--- src/rtl/instr_cache_pkg.sv ---
// Shared definitions for the direct-mapped instruction cache:
// address field positions, geometry and FSM state encoding.
package instr_cache_pkg;

    localparam int ADDR_W     = 10;
    localparam int IDX_W      = 3;
    localparam int OFF_W      = 4;
    localparam int TAG_W      = ADDR_W - IDX_W - OFF_W;
    localparam int NUM_BLOCKS = 2 ** IDX_W;
    localparam int BLOCK_BITS = 128;
    localparam int WORD_W     = 32;
    localparam int BLK_ADDR_W = TAG_W + IDX_W;

    // Address field positions within the fetch byte address
    localparam int TAG_MSB  = 9;
    localparam int TAG_LSB  = 7;
    localparam int IDX_MSB  = 6;
    localparam int IDX_LSB  = 4;
    localparam int OFF_MSB  = 3;
    localparam int OFF_LSB  = 0;
    localparam int WSEL_MSB = 3;
    localparam int WSEL_LSB = 2;

    typedef enum logic [1:0] {
        IC_IDLE     = 2'd0,
        IC_MEM_READ = 2'd1,
        IC_UPDATE   = 2'd2
    } ic_state_e;

    // Block address {tag,index} of a fetch byte address
    function automatic logic [BLK_ADDR_W-1:0] block_addr(input logic [ADDR_W-1:0] pc);
        return pc[TAG_MSB:IDX_LSB];
    endfunction

endpackage

--- src/rtl/instr_cache_if.sv ---
// Fetch-port and refill-port signals of the instruction cache.
// The cache is the slave; the CPU/memory side (or a testbench) is the master.
interface instr_cache_if;
    import instr_cache_pkg::*;

    logic [ADDR_W-1:0]     pc;
    logic                  read;
    logic [WORD_W-1:0]     instruction;
    logic                  busywait;
    logic                  mem_read;
    logic [BLK_ADDR_W-1:0] mem_address;
    logic [BLOCK_BITS-1:0] mem_readdata;
    logic                  mem_busywait;

    modport slave (
        input  pc, read, mem_readdata, mem_busywait,
        output instruction, busywait, mem_read, mem_address
    );

    modport master (
        output pc, read, mem_readdata, mem_busywait,
        input  instruction, busywait, mem_read, mem_address
    );

endinterface

--- src/rtl/instr_cache_word_select.sv ---
// 128-to-32 word multiplexer: picks one word of a cache block by PC[3:2].
module ic_word_select
    import instr_cache_pkg::*;
(
    input  logic [BLOCK_BITS-1:0] block,
    input  logic [1:0]            word_sel,
    output logic [WORD_W-1:0]     word
);

    // Select the addressed 32-bit word; word0 sits in the low bits
    always_comb begin
        word = block[31:0];
        case (word_sel)
            2'd0:    word = block[31:0];
            2'd1:    word = block[63:32];
            2'd2:    word = block[95:64];
            2'd3:    word = block[127:96];
            default: word = block[31:0];
        endcase
    end

endmodule

--- src/rtl/instr_cache.sv ---
// Direct-mapped, read-only instruction cache (8 blocks x 16 bytes).
// Hits return the word in the same cycle; a miss stalls the CPU via
// busywait while a whole block is refilled over the 128-bit memory bus.
module instr_cache
    import instr_cache_pkg::*;
(
    input  logic          clk,
    input  logic          reset,
    instr_cache_if.slave  bus
);

    ic_state_e             state_r;
    ic_state_e             state_next_s;

    logic [NUM_BLOCKS-1:0] valid_r;
    logic [TAG_W-1:0]      tag_r  [NUM_BLOCKS];
    logic [BLOCK_BITS-1:0] data_r [NUM_BLOCKS];

    logic [BLK_ADDR_W-1:0] miss_addr_r;
    logic [BLOCK_BITS-1:0] refill_r;
    logic [WORD_W-1:0]     last_instr_r;

    logic [TAG_W-1:0]      tag_s;
    logic [IDX_W-1:0]      idx_s;
    logic [1:0]            wsel_s;
    logic [IDX_W-1:0]      fill_idx_s;
    logic                  hit_s;
    logic                  miss_s;
    logic [WORD_W-1:0]     word_s;

    logic                  busywait_s;
    logic                  mem_read_s;
    logic [BLK_ADDR_W-1:0] mem_address_s;

    // Byte-within-word bits never matter for a word fetch
    logic                  unused_pc_s;
    assign unused_pc_s = ^bus.pc[1:0];

    assign tag_s      = bus.pc[TAG_MSB:TAG_LSB];
    assign idx_s      = bus.pc[IDX_MSB:IDX_LSB];
    assign wsel_s     = bus.pc[WSEL_MSB:WSEL_LSB];
    assign fill_idx_s = miss_addr_r[IDX_W-1:0];

    assign hit_s  = valid_r[idx_s] && (tag_r[idx_s] == tag_s);
    assign miss_s = bus.read && !hit_s;

    ic_word_select u_word_select (
        .block    (data_r[idx_s]),
        .word_sel (wsel_s),
        .word     (word_s)
    );

    // Output the looked-up word on a hit, otherwise hold the last fetched word
    assign bus.instruction = hit_s ? word_s : last_instr_r;
    assign bus.busywait    = busywait_s;
    assign bus.mem_read    = mem_read_s;
    assign bus.mem_address = mem_address_s;

    // Next-state and stall/refill outputs for the refill FSM
    always_comb begin
        state_next_s  = state_r;
        busywait_s    = 1'b0;
        mem_read_s    = 1'b0;
        mem_address_s = {BLK_ADDR_W{1'b0}};
        case (state_r)
            IC_IDLE: begin
                busywait_s = miss_s;
                if (miss_s) begin
                    state_next_s = IC_MEM_READ;
                end else begin
                    state_next_s = IC_IDLE;
                end
            end
            IC_MEM_READ: begin
                busywait_s    = 1'b1;
                mem_read_s    = 1'b1;
                mem_address_s = miss_addr_r;
                if (bus.mem_busywait) begin
                    state_next_s = IC_MEM_READ;
                end else begin
                    state_next_s = IC_UPDATE;
                end
            end
            IC_UPDATE: begin
                busywait_s   = 1'b1;
                state_next_s = IC_IDLE;
            end
            default: begin
                state_next_s = IC_IDLE;
            end
        endcase
    end

    // FSM state register; reset abandons any refill in progress
    always_ff @(posedge clk) begin
        if (reset) begin
            state_r <= IC_IDLE;
        end else begin
            state_r <= state_next_s;
        end
    end

    // Latch the missing block address and capture the returning block
    always_ff @(posedge clk) begin
        if (reset) begin
            miss_addr_r <= {BLK_ADDR_W{1'b0}};
            refill_r    <= {BLOCK_BITS{1'b0}};
        end else begin
            if ((state_r == IC_IDLE) && miss_s) begin
                miss_addr_r <= block_addr(bus.pc);
            end
            if ((state_r == IC_MEM_READ) && !bus.mem_busywait) begin
                refill_r <= bus.mem_readdata;
            end
        end
    end

    // Valid bits: cleared by reset, set when a refill is written
    always_ff @(posedge clk) begin
        if (reset) begin
            valid_r <= {NUM_BLOCKS{1'b0}};
        end else if (state_r == IC_UPDATE) begin
            valid_r[fill_idx_s] <= 1'b1;
        end
    end

    // Tag and data arrays are not reset; valid alone qualifies them
    always_ff @(posedge clk) begin
        if (!reset && (state_r == IC_UPDATE)) begin
            tag_r[fill_idx_s]  <= miss_addr_r[BLK_ADDR_W-1:IDX_W];
            data_r[fill_idx_s] <= refill_r;
        end
    end

    // Remember the most recent hit word so the output never floats to X
    always_ff @(posedge clk) begin
        if (reset) begin
            last_instr_r <= {WORD_W{1'b0}};
        end else if (hit_s) begin
            last_instr_r <= word_s;
        end
    end

endmodule
--- src/flat_wrapper.sv ---
// flat-port wrapper written by rule: the top's interface ports become plain ports
module instr_cache_flat import instr_cache_pkg::*;
  (clk, reset, bus_pc, bus_read, bus_mem_readdata, bus_mem_busywait, bus_instruction, bus_busywait, bus_mem_read, bus_mem_address);
  instr_cache_if bus_i ();
  input  logic clk;
  input  logic reset;
  input wire logic [$bits(bus_i.pc)-1:0] bus_pc;
  input wire logic [$bits(bus_i.read)-1:0] bus_read;
  input wire logic [$bits(bus_i.mem_readdata)-1:0] bus_mem_readdata;
  input wire logic [$bits(bus_i.mem_busywait)-1:0] bus_mem_busywait;
  output wire logic [$bits(bus_i.instruction)-1:0] bus_instruction;
  output wire logic [$bits(bus_i.busywait)-1:0] bus_busywait;
  output wire logic [$bits(bus_i.mem_read)-1:0] bus_mem_read;
  output wire logic [$bits(bus_i.mem_address)-1:0] bus_mem_address;
  assign bus_i.pc = bus_pc;
  assign bus_i.read = bus_read;
  assign bus_i.mem_readdata = bus_mem_readdata;
  assign bus_i.mem_busywait = bus_mem_busywait;
  assign bus_instruction = bus_i.instruction;
  assign bus_busywait = bus_i.busywait;
  assign bus_mem_read = bus_i.mem_read;
  assign bus_mem_address = bus_i.mem_address;
  instr_cache u_core (.clk(clk), .reset(reset), .bus(bus_i));
endmodule
--- config.mk ---
export PLATFORM = sky130hd
export DESIGN_NAME = instr_cache_flat
export DESIGN_NICKNAME = d
export VERILOG_FILES = /design/src/rtl/instr_cache_pkg.sv /design/src/rtl/instr_cache_if.sv /design/src/rtl/instr_cache_word_select.sv /design/src/rtl/instr_cache.sv /design/src/flat_wrapper.sv
export SDC_FILE = /design/constraint.sdc
export NUM_CORES = 1
export LEC_CHECK = 0
export ABC_AREA = 1
export CAP_MARGIN = 20
export CORE_UTILIZATION = 27
export DETAILED_ROUTE_END_ITERATION = 16
export PLACE_DENSITY = 0.42
export SYNTH_ARGS = -nofsm -noshare
export SYNTH_HDL_FRONTEND = slang
export SYNTH_SLANG_ARGS = --single-unit
--- constraint.sdc ---
create_clock -name clk -period 10.15 [get_ports clk]
set_clock_uncertainty 0.1 [all_clocks]
set_input_delay 1.015 -clock clk [delete_from_list [all_inputs] [get_ports clk]]
set_output_delay 1.015 -clock clk [all_outputs]
set_load 0.005 [all_outputs]
# Word-level counts from Yosys, hierarchy flattened

Memories as Yosys holds them, arrays and structs flattened.
Index checks and enable logic that the tools add are counted.

Divide/modulo/power cells: 0
Bitwise logic cells: 1
Add/subtract/negate cells: 0
Reductions and logical operators: 12
Multiplexer cells: 14
Eq/ne operators: 6
Shift operators: 0
$lt $le $gt $ge: 3
Multipliers: 0

Operator list:

| kind                                                                         | count |
|---|---|
| 32-bit case mux with 4 select lines                                          | 1 |
| 32-bit 2-to-1 mux                                                            | 1 |
| 3-bit by 4-bit less-than comparator with 1-bit output, second input constant | 2 |
| 8-bit bitwise OR                                                             | 1 |
| 2-bit == test, second input constant                                         | 3 |
| 1-bit logical AND                                                            | 6 |
| 1-bit 2-to-1 mux                                                             | 6 |
| 6-bit 2-to-1 mux                                                             | 1 |
| 2-bit by 1-bit == test with 1-bit output, second input constant              | 2 |
| 2-bit zero test                                                              | 2 |
| 2-bit case mux with 2 select lines                                           | 1 |
| 1-bit binary-select mux with 3-bit select                                    | 1 |
| 1-bit demux with 3-bit select                                                | 1 |
| 3-bit == test                                                                | 1 |
| 3-bit by 1-bit >= comparator with 1-bit output, second input constant        | 1 |
| 1-bit zero test                                                              | 3 |
| 2-bit 2-to-1 mux                                                             | 1 |
| 1-bit case mux with 2 select lines                                           | 1 |
| 2-bit OR reduction                                                           | 1 |

Logic and storage cells: 43
Latch bits: 0
Output and inout port bits: 40
RAM bits: 1,048
Bits in read-only memories: 0
Input bits: 142
Memories kept: 2
Flip-flop bits (word level): 176

Memory list:

| memory        | words | width | read ports | clocked after Yosys merged registers in | wr ports | line              | source |
|---|---|---|---|---|---|---|---|
| u_core.data_r | 8     | 128   | 1          | 0                                       | 1        | instr_cache.sv:17 | `logic [BLOCK_BITS-1:0] data_r [NUM_BLOCKS];` |
| u_core.tag_r  | 8     | 3     | 1          | 0                                       | 1        | instr_cache.sv:16 | `logic [TAG_W-1:0] tag_r [NUM_BLOCKS];` |

# Logic depth before layout (Yosys ltp)

Depth in word-level cells: 7
Gate-level depth with buffers: 17
Depth with buffers taken out: 14

# By module

Synthesis repeated with hierarchy kept, for this count alone.

Cells, all modules: 4,070
Area total of the unflattened synthesis: 47,759.6 µm²

By module, submodules not included:

| module         | cells an instance | area an instance (µm²) | times used | seq. area each (µm²) |
|---|---|---|---|---|
| instr_cache    | 3,884             | 46,681.0               | 1          | 34,993.6 |
| ic_word_select | 186               | 1,078.5                | 1          | 0.0 |

# Worst setup path before layout

Ideal clock, no wire load.

Kind: input -> register
From: input reset
To: memory u_core.data_r[0][0], enable pin
Path buffers: 1
Path slack: 2.506 ns
Library setup time: 0.623 ns
Stages: 4
Required time: 9.427 ns
Arrival time: 6.921 ns
Path through: clkbuf_1 -> nor2_1 -> nand2_1 -> nor2_1

Word-level cells in the longest chain between the ends: 4

Ends and longest elaborated chain:

| what                                   | line               | source |
|---|---|---|
| from (decl)                            | flat_wrapper.sv:6  | `input logic reset;` |
| 1-bit zero test                        | instr_cache.sv:129 | `if (!reset && (state_r == IC_UPDATE)) begin` |
| 1-bit logical AND                      | instr_cache.sv:129 |  |
| 1-bit 2-to-1 mux                       | instr_cache.sv:129 |  |
| 1-bit 2-to-1 mux (not written as such) | instr_cache.sv:131 | `data_r[fill_idx_s] <= refill_r;` |
| to (decl)                              | instr_cache.sv:17  |  |

No other way between the ends.

# Worst setup path after layout

From: input bus_pc[4]
To: output bus_instruction[8]

Word-level cells in the longest chain between the ends: 4
Elaborated cells between the ends (all ways): 8
Classes of those cells: eq/ne (1); mux (4); reduce/logical (1); memory (2)

Ends and longest elaborated chain:

| what                                                                                      | line               | source |
|---|---|---|
| from (decl)                                                                               | flat_wrapper.sv:7  | `input wire logic [$bits(bus_i.pc)-1:0] bus_pc;` |
| memory read 8 x 3 bit / 1-bit binary-select mux with 3-bit select (equally long branches) | n/a                |  |
| 3-bit == test / 1-bit 2-to-1 mux (equally long branches)                                  | instr_cache.sv:44  | `assign hit_s = valid_r[idx_s] && (tag_r[idx_s] == tag_s);` |
| 1-bit logical AND                                                                         | instr_cache.sv:44  |  |
| 32-bit 2-to-1 mux (*)                                                                     | n/a                |  |
| to (decl)                                                                                 | flat_wrapper.sv:11 | `output wire logic [$bits(bus_i.instruction)-1:0] bus_instruction;` |

Mark *: on every way between the ends. The rest lies on a longest branch, timed or not. The select of a mux whose other input is x is not followed.

==> impl_metrics.tcl <==
set metrics [dict create \
    outcome "completed" \
    cts_resized 0 \
    routed.top_layer "met4" \
    p_per_area_mw_per_mm2 197 \
    critPathKind "in -> out" \
    maxSlewHeadroom_pct 25.0 \
    drt_iter0_drc 2225 \
    pwr-share-seq_pct 50.4 \
    yosysUniqueCellTypes 23 \
    vias 30789 \
    m1WireLength_microns 66100 \
    final_util_pct 31.9 \
    whs_ns 0.361 \
    grt.overflow.total 0 \
    grt_pass1_vias 30299 \
    leakage_nw 19.0 \
    nets 4424 \
    final_cell_mix "nor2_1, edfxtp_1, o21ai_0" \
    via_per_inst 4.57 \
    final_common_cell "nor2_1" \
    netSwitchingPower_mw 2.53 \
    peakVddDrop_mv 0.169 \
    fin_crit_ns 5.99 \
    critPathRequiredTime_ns 9.04 \
    max_clock_freq_ghz 0.167 \
    dieArea_sq_mm 0.180 \
    path_clk_slew_ns 0.06 \
    drv_slew 0 \
    fin_crit_sh_pct 59.1 \
    syn_area_sq_mm 0.0481 \
    antenna_left 0 \
    dieWidth_microns 424 \
    dpl.hpwl_microns 75900 \
    io_pins 182 \
    drive_above_1_share_pct 6.03 \
    synth_ff_type "edfxtp_1" \
    gr-usage-all-layers_pct 16.3 \
    pwr-share-comb_pct 6.0 \
    clk_latency_ns 0.76 \
    antenna_found_initial 1 \
    drtPass1Iterations 5 \
    drc 0 \
    power.share.clock_pct 43.6 \
    yosys_warnings 0 \
    syn-num-nets 4333 \
    chipHeight_microns 424 \
    wl_met3_microns 5120 \
    gp_congestion 0.731 \
    ys_ff_latch 1224 \
    postSynthAreaPerCell_sq_um 11.5 \
    hold_path_class "reg -> reg" \
    hold_viol 0 \
    setup_viol 0 \
    grt_setup_unrepaired "no" \
    ys_async_sr_fraction_pct 0 \
    synth_edf_count 1048 \
    crit_path_cell_trace "buf_8 > buf_4 > buf_4 > nor2_1 > nor2_1 > o21ai_0 > nand3_1 > nand3_1 > nand3_1 > nor2_1 > nand2_1 > nand2_1 > inv_1 > clkdlybuf4s50_1" \
    initial_core_util_pct 27.2 \
    cap_violations 0 \
    cts_made_buffers 136 \
    power.internal_mw 8.58 \
    crit_arrival_ns 4.88 \
    wl_per_cell_microns 22.0 \
    cp_max_fo 67 \
    io_buffers 179 \
    tns_ns 0 \
    switching_share_pct 22.8 \
    rows 154 \
    crit_slowest_cell "buf_4" \
    hold_buffers 0 \
    yosysSeqAreaShare_pct 72.7 \
    htree_num_levels 4 \
    post_cts_buffers 0 \
    cts_tree "done" \
    wirelength_microns 148000 \
    grt_start_max_net_pins 174 \
    synth_cells 4187 \
    core_area_sq_mm 0.177 \
    grt_pass1_wl_microns 214000 \
    cp-end-kind "output pin" \
    cp-start-kind "primary input" \
    area_growth_syn_to_layout_pct 17.2 \
    met2_length_microns 72200 \
    clock_sinks 1224 \
    cpPeakStageDelay_ns 0.74 \
    clock_tree.root_cell "clkbuf_16" \
    worst_pin_slew_ns 1.13 \
    cts_buffer_depth 3 \
]
## cells by family after synthesis
group	synth area share, %
simple gates	15.1
fa+ha+maj	0.104
buf+inv	3.92
flops	72.7
compound gates	8.23
## power by group through the flow
stage / clock (mW) / sequential (mW) / combinational, mW
after floorplan: 0 / 5.68 / 0.378
after global placement: 0 / 5.71 / 0.682
after detailed placement: 0 / 5.71 / 0.682
after CTS: 4.97 / 5.60 / 0.685
after global routing: 5.14 / 5.61 / 0.735
final: 4.84 / 5.60 / 0.662
## worst max-delay path: cells and delay by family
family	cells	cell delay (ns)
simple gates	8	1.28
compound gates	1	0.11
buf+inv	5	2.33
## flip-flops by register name (all words and copies together) (netlist names)
signal / flops
u_core.miss_addr_r: 6
u_core.valid_r: 8
u_core.state_r: 2
u_core.tag_r: 24
u_core.data_r: 1024
u_core.last_instr_r: 32
u_core.refill_r: 128
## stage by stage
stage / power [mW] / instance area, sq um / cells / setup slack, ns
after floorplan: 6.05 / 48100 / 4187 / 2.51
after global placement: 6.39 / 52000 / 6480 / 4.19
after detailed placement: 6.39 / 52000 / 6480 / 4.21
after CTS: 11.3 / 56400 / 6733 / 4.20
after global routing: 11.5 / 56400 / 6733 / 3.98
final: 11.1 / 56400 / 6734 / 4.16
## cells in the mapped netlist (36+ instances only)
master / number / area [sq um]
nor2_1: 1291 / 4850
dfxtp_1: 176 / 3520
o21ai_1: 211 / 1060
nand2_1: 193 / 724
buf_6: 40 / 450
nand3_1: 324 / 1620
clkbuf_1: 133 / 499
inv_1: 111 / 417
edfxtp_1: 1048 / 31500
buf_2: 56 / 280
o22ai_1: 36 / 225
o211ai_1: 54 / 405
o21ai_0: 447 / 2240
## layout make-up
cell class | count | area (sq um)
diodes | 1 | 2.50
clock buffers | 221 | 4110
clock inverters | 32 | 279
fillers | 17739 | 120000
inverters | 114 | 465
multi-input cells | 2577 | 11400
flip-flops and latches | 1224 | 35000
well taps | 2340 | 2930
repair buffers | 225 | 2310
## final timing paths
| kind | cells after the start | endpoint | start | slack, ns |
|---|---|---|---|---|
| min | 2 | u_core.valid_r[3] | u_core.valid_r[3] | 0.36 |
| max | 14 | bus_instruction[8] | bus_pc[4] | 4.16 |
| max reg2reg | 8 | u_core.data_r[6][72] | u_core.state_r[0] | 6.48 |
| min reg2reg | 2 | u_core.valid_r[3] | u_core.valid_r[3] | 0.36 |
## per-layer routing
metal	vias up	GRT usage, %
li1	14784	-
met5	-	0
met4	0	5.97
met3	177	2.35
met1	15290	21.1
met2	538	27.4
(Power assumes the default switching activity.)
